## src/rtl/lsu_mem_ctrl.sv

```systemverilog
// Load/store initiator between the core memory stage and a word-addressed
// data memory without byte enables. Sub-word stores use read-modify-write;
// loads return lane-extracted, sign- or zero-extended data.
//
// state | meaning
// ------+------------------------------------------------------------
// IDLE  | ready for a request; request fields latched on accept
// RD    | word read issued on the memory port
// MRG   | read data sampled: load extraction or sub-word merge
// WR    | single-cycle memory write strobe
// RESP  | one-cycle completion pulse, then back to IDLE
module lsu_mem_ctrl #(
    parameter int WIDTH1   = 32,
    parameter int MEM_SIZE = 1024
) (
    input  logic              clk,
    input  logic              reset,
    input  logic              req_valid,
    output logic              req_ready,
    input  logic              req_we,
    input  logic [2:0]        req_funct3,
    input  logic [WIDTH1-1:0] req_addr,
    input  logic [WIDTH1-1:0] req_wdata,
    output logic              resp_valid,
    output logic [WIDTH1-1:0] resp_rdata,
    output logic              resp_err,
    output logic [WIDTH1-1:0] mem_addr,
    output logic              mem_wr,
    output logic [WIDTH1-1:0] mem_wdata,
    input  logic [WIDTH1-1:0] mem_rdata
);

    typedef enum logic [2:0] {IDLE, RD, MRG, WR, RESP} state_t;

    state_t            state, state_nxt;
    logic              accept;
    logic              req_err;
    logic              f3_bad;
    logic              misaligned;
    logic              out_of_range;

    logic              we_q;
    logic [2:0]        funct3_q;
    logic [WIDTH1-1:0] addr_q;
    logic [15:0]       lane_data_q;
    logic [WIDTH1-1:0] data_q;

    logic [WIDTH1-1:0] word_idx;
    logic [7:0]        byte_sel;
    logic [15:0]       half_sel;
    logic [WIDTH1-1:0] load_ext;
    logic [WIDTH1-1:0] merged;

    assign accept   = req_valid && (state == IDLE);
    assign word_idx = addr_q >> 2;

    // Reject decode on the live request so errors skip every memory access.
    always_comb begin
        if (req_we) begin
            f3_bad = (req_funct3 > 3'b010);
        end else begin
            f3_bad = (req_funct3 == 3'b011) || (req_funct3[2:1] == 2'b11);
        end
        misaligned   = ((req_funct3[1:0] == 2'b01) && req_addr[0]) ||
                       ((req_funct3[1:0] == 2'b10) && (req_addr[1:0] != 2'b00));
        out_of_range = (req_addr >> 2) >= WIDTH1'(MEM_SIZE);
        req_err      = f3_bad || misaligned || out_of_range;
    end

    // Lane extraction for loads and lane replacement for sub-word stores.
    always_comb begin
        byte_sel = mem_rdata[{addr_q[1:0], 3'b000} +: 8];
        half_sel = mem_rdata[{addr_q[1], 4'b0000} +: 16];
        case (funct3_q)
            3'b000:  load_ext = {{(WIDTH1-8){byte_sel[7]}}, byte_sel};
            3'b001:  load_ext = {{(WIDTH1-16){half_sel[15]}}, half_sel};
            3'b100:  load_ext = {{(WIDTH1-8){1'b0}}, byte_sel};
            3'b101:  load_ext = {{(WIDTH1-16){1'b0}}, half_sel};
            default: load_ext = mem_rdata;
        endcase
        merged = mem_rdata;
        if (funct3_q[0]) begin
            merged[{addr_q[1], 4'b0000} +: 16] = lane_data_q;
        end else begin
            merged[{addr_q[1:0], 3'b000} +: 8] = lane_data_q[7:0];
        end
    end

    // State register.
    always_ff @(posedge clk or negedge reset) begin
        if (!reset) begin
            state <= IDLE;
        end else begin
            state <= state_nxt;
        end
    end

    // Next-state decode and memory-port / handshake outputs.
    always_comb begin
        state_nxt  = state;
        req_ready  = 1'b0;
        resp_valid = 1'b0;
        mem_wr     = 1'b0;
        mem_addr   = '0;
        mem_wdata  = '0;
        case (state)
            IDLE: begin
                req_ready = 1'b1;
                if (req_valid) begin
                    if (req_err) begin
                        state_nxt = RESP;
                    end else if (req_we && (req_funct3 == 3'b010)) begin
                        state_nxt = WR;
                    end else begin
                        state_nxt = RD;
                    end
                end
            end
            RD: begin
                mem_addr  = word_idx;
                state_nxt = MRG;
            end
            MRG: begin
                mem_addr  = word_idx;
                state_nxt = we_q ? WR : RESP;
            end
            WR: begin
                mem_addr  = word_idx;
                mem_wr    = 1'b1;
                mem_wdata = data_q;
                state_nxt = RESP;
            end
            RESP: begin
                resp_valid = 1'b1;
                state_nxt  = IDLE;
            end
            default: state_nxt = IDLE;
        endcase
    end

    // Request capture, merge/extract registers and held response fields.
    always_ff @(posedge clk or negedge reset) begin
        if (!reset) begin
            we_q        <= 1'b0;
            funct3_q    <= '0;
            addr_q      <= '0;
            lane_data_q <= '0;
            data_q      <= '0;
            resp_rdata  <= '0;
            resp_err    <= 1'b0;
        end else begin
            if (accept) begin
                we_q        <= req_we;
                funct3_q    <= req_funct3;
                addr_q      <= req_addr;
                lane_data_q <= req_wdata[15:0];
                data_q      <= req_wdata;
                if (req_err) begin
                    resp_rdata <= '0;
                    resp_err   <= 1'b1;
                end
            end
            if (state == MRG) begin
                if (we_q) begin
                    data_q <= merged;
                end else begin
                    resp_rdata <= load_ext;
                    resp_err   <= 1'b0;
                end
            end
            if (state == WR) begin
                resp_rdata <= '0;
                resp_err   <= 1'b0;
            end
        end
    end

endmodule

```

## config.mk

```make
export PLATFORM = sky130hd
export DESIGN_NAME = lsu_mem_ctrl
export DESIGN_NICKNAME = d
export VERILOG_FILES = /design/src/rtl/lsu_mem_ctrl.sv
export SDC_FILE = /design/constraint.sdc
export NUM_CORES = 1
export LEC_CHECK = 0
export ABC_AREA = 1
export CAP_MARGIN = 20
export CORE_ASPECT_RATIO = 1.2
export CORE_MARGIN = 2
export CORE_UTILIZATION = 41
export CTS_BUF_LIST = sky130_fd_sc_hd__clkbuf_16
export DETAILED_ROUTE_END_ITERATION = 10
export GPL_TIMING_DRIVEN = 0
export PLACE_DENSITY_LB_ADDON = 0.08
export SETUP_SLACK_MARGIN = 0.02
export SLEW_MARGIN = 20
export SYNTH_ARGS = -nofsm -noshare
export SYNTH_HDL_FRONTEND = slang
export SYNTH_SLANG_ARGS = --single-unit
```

## constraint.sdc

```tcl
create_clock -name clk -period 1.8 [get_ports clk]
set_input_delay 0.45 -clock clk [delete_from_list [all_inputs] [get_ports clk]]
set_output_delay 0.45 -clock clk [all_outputs]
set_load 0.03 [all_outputs]
```

==> results by group <==
Timing
  • Setup Skew: roughly 0.008 ns
  • Fmax: 0.4654 GHz
  • Measured slew at the worst slew-check pin: 0.7283 ns
  • Final period util: 1.194
  • Final Hold Fails: 0
  • Crit path time final: about 2.1 ns
  • Fin. max-slew vios: 0
  • Final setup viols: around 180
  • Final worst setup slack: -0.3486 ns
  • RSZ-0062 raised after global routing: yes
  • Relative slew slack: 0.5145

Detailed routing
  • DRC: 0
  • Iter 0 DRT Violations: 652
  • Top Metal Used: met4
  • Met1 WL: roughly 12,000 microns
  • Via density: roughly 5.4
  • WL met2: 14,640 microns
  • DR vias: 8,348
  • Post-route ant nets: 0
  • Drt pass-1 iters: 7
  • Met3 routed WL: 2400 microns
  • WL/cell: 19.85 microns
  • Routed WL: 30,550 microns

Worst setup path
  • Most used cell, CP: buf_6
  • Required time of the critical path: 1.35 ns
  • CP peak stage delay: 0.39 ns
  • CP cell instances: inv_2 > nand2_2 > nor2_4 > buf_4 > buf_6 > buf_6 > buf_8 > buf_6
  • Worst Path Buf+Inv: 6
  • Worst Path Arrival: approximately 1.7 ns
  • Cell family with most CP delay: buffers and inverters
  • Crit-path slowest cell: dfrtp_1
  • Worst setup SP type: flop
  • Crit path max fanout: 4
  • Crit end category: output port
  • Kind of critical path: flop to output port

Yosys
  • Share of the synthesized area in the top cell type: 0.4160
  • Synth warnings: 0
  • Prevailing post-synth register cell: dfrtp_1
  • Syn Inst Count: 1,011
  • Largest cells by area after synthesis: dfrtp_1 42%, a21oi_1 8.4%, nand2_1 8.1%, o21ai_0 8.0%, inv_1 7.5%
  • Mean Syn Cell Area: around 7.1 sq um
  • Synth area leader: dfrtp_1
  • Register area share after synthesis: 0.4160
  • Syn Std Cell Area: 0.007218 sq mm
  • Post-synth EDFFs: 0
  • Post-synthesis register bit count: 120
  • Netlist cell types: 34
  • Async set-reset flop share out of synthesis: 1.000

Finish
  • Antenna cells: 0
  • Syn-to-layout area delta: 71.30%
  • Nets: 1,414
  • Post-Layout Inst Area: 0.01236 sq mm
  • Most frequent cells in the layout: 140 x inv_1, 119 x dfrtp_1, 101 x clkdlybuf4s50_1
  • Share of cells above drive strength 1: 0.3381
  • Commonest non-fill, non-tap cell in the layout: inv_1

Floorplan
  • # IOs: 203
  • Initial Util: 0.4155
  • Core Box Area: 0.01737 sq mm
  • Die width: around 130 microns
  • Die height: 149.4 microns
  • Rows: 53
  • Die area: 0.01869 sq mm

GRT
  • Total grt overflow: 0
  • GRT Total Usage: 0.2987
  • Largest net degree at the start of global routing: 76
  • Vias in the first global route: 7,920
  • Antenna violations before repair: 0
  • Global-route wire length before repair: 43,050 microns

Clock network
  • Clk root buf: clkbuf_16
  • Reg clk slew, reported paths: 0.06 ns
  • Clock sinks: 120
  • Clk buf depth: 2
  • H-Tree Level Count: 4
  • Worst skew pair latency: 0.43 ns
  • CTS tree: done
  • Total CTS buffers: 17

Power and ir drop
  • Sw frac: 0.4338
  • Comb power frac: 0.526
  • Static leakage: 5.777 nW
  • Pwr Total: approximately 0.016 W
  • Seq pwr share: 0.255
  • Net load switching power: 0.006912 W
  • Clk network pwr share: 0.219
  • Internal power: about 0.0090 W
  • Pwr dens: 1289 mW/mm^2
  • Worst vdd ir: about 790 uV

Outcome
  • Failing checks: setup timing
  • Status: finished with violations

Hold path
  • HP Class: primary input to asynchronous set/reset pin

Placed design
  • HPWL after DPL: between 20,000 and 25,000 microns
  • # port buffers: 200
  • GPL Wtd Cong: 0.9644
  • Place WS: -0.9115 ns
  • Placed cell area: 0.009528 sq mm

Job
  • Max Cap Viol: 0
-- synth_stat cells, drive strengths merged, types with 20 or more instances --
master	number
nand2	157
inv	152
nor2	137
a21oi	125
dfrtp	120
o21ai	119
buf	45
a31oi	26
clkbuf	25
nand3	25
o22ai	20
-- final cells by class --
| cell class | count | area [sq um] |
|---|---|---|
| Multi-Input combinational cell | 671 | 4239 |
| Fill cell | 1405 | 5010 |
| Timing Repair Buffer | 276 | 3017 |
| Inverter | 152 | 580.6 |
| Tap cell | 220 | 275.3 |
| Clock inverter | 15 | 166.4 |
| Clock buffer | 17 | 425.4 |
| Sequential cell | 120 | 3004 |
| Buffer | 68 | 656.9 |
-- registers in the layout, summed over array words and instances, names as in the netlist --
signal and count:
addr_q 32, funct3_q 3, state 3, lane_data_q 16
data_q 32, we_q 1, resp_rdata 32, resp_err 1
-- through the flow --
step           std cells    util  TNS, ns  hold WS, ns
2_1_floorplan       1012       -   -2.013       0.1544
3_3_place_gp        1432  0.5467  -612.00       0.5096
3_5_place_dp        1433  0.5484   -68.75       0.4182
4_1_cts             1491  0.6222   -17.03       0.5189
5_1_grt             1539  0.7117   -46.89       0.5439
6_report            1539  0.7117   -36.59       0.5192
-- path summary, 6_finish.rpt --
kind	startpoint	end	slack, ns	depth (start not counted)
worst max-delay path	state[2]$_DFFE_PN0P_	mem_wr	-0.35	8
max in group asynchronous	reset	resp_rdata[0]$_DFF_PN0_	0.52	3
worst max register to register	state[1]$_DFFE_PN0P_	resp_rdata[12]$_DFF_PN0_	-0.23	12
worst min-delay path	reset	addr_q[27]$_DFFE_PN0P_	0.52	2
min in group clk	addr_q[27]$_DFFE_PN0P_	addr_q[27]$_DFFE_PN0P_	0.52	2
worst min register to register	addr_q[27]$_DFFE_PN0P_	addr_q[27]$_DFFE_PN0P_	0.52	2
-- power groups by stage --
stage / sequential [W] / combinational (W) / clock (W)
after floorplan: 0.00397 / 0.00406 / 0
after global placement: 0.00406 / 0.00573 / 0
after detailed placement: 0.00408 / 0.00576 / 0
after CTS: 0.00404 / 0.00616 / 0.00350
after global routing: 0.00417 / 0.00901 / 0.00361
final: 0.00406 / 0.00838 / 0.00350
-- layer usage --
layer	track usage	vias up
met5	0	-
met4	0.1489	0
met3	0.07102	81
met2	0.4840	381
met1	0.3752	3979
li1	-	3907
-- worst reg2reg max path: cells and delay by family, from the launching register on --
family	cells	cell delay, ns
flip-flops	1	0.43
AND/OR/NAND/NOR	4	0.46
AO/OA/AOI/OAI	1	0.05
buffers and inverters	7	0.96
-- cell families after synthesis --
logic type,share of synthesized area
adder cells (fa/ha/maj),0.008667
AND/OR/NAND/NOR,0.1893
AO/OA/AOI/OAI,0.2479
flip-flops,0.4160
buffers and inverters,0.1330
other,0.0005195
multiplexers,0.004680
-- what timing repair did --
action,4_1_cts,5_1_grt
setup endpoints to repair,124,154
pin swaps,5,16
gates resized for setup,605,326
endpoints found under the hold margin,45,0
buffers inserted,23,35
hold buffers,1,0
cloned,4,13
(Power assumes the default switching activity.)
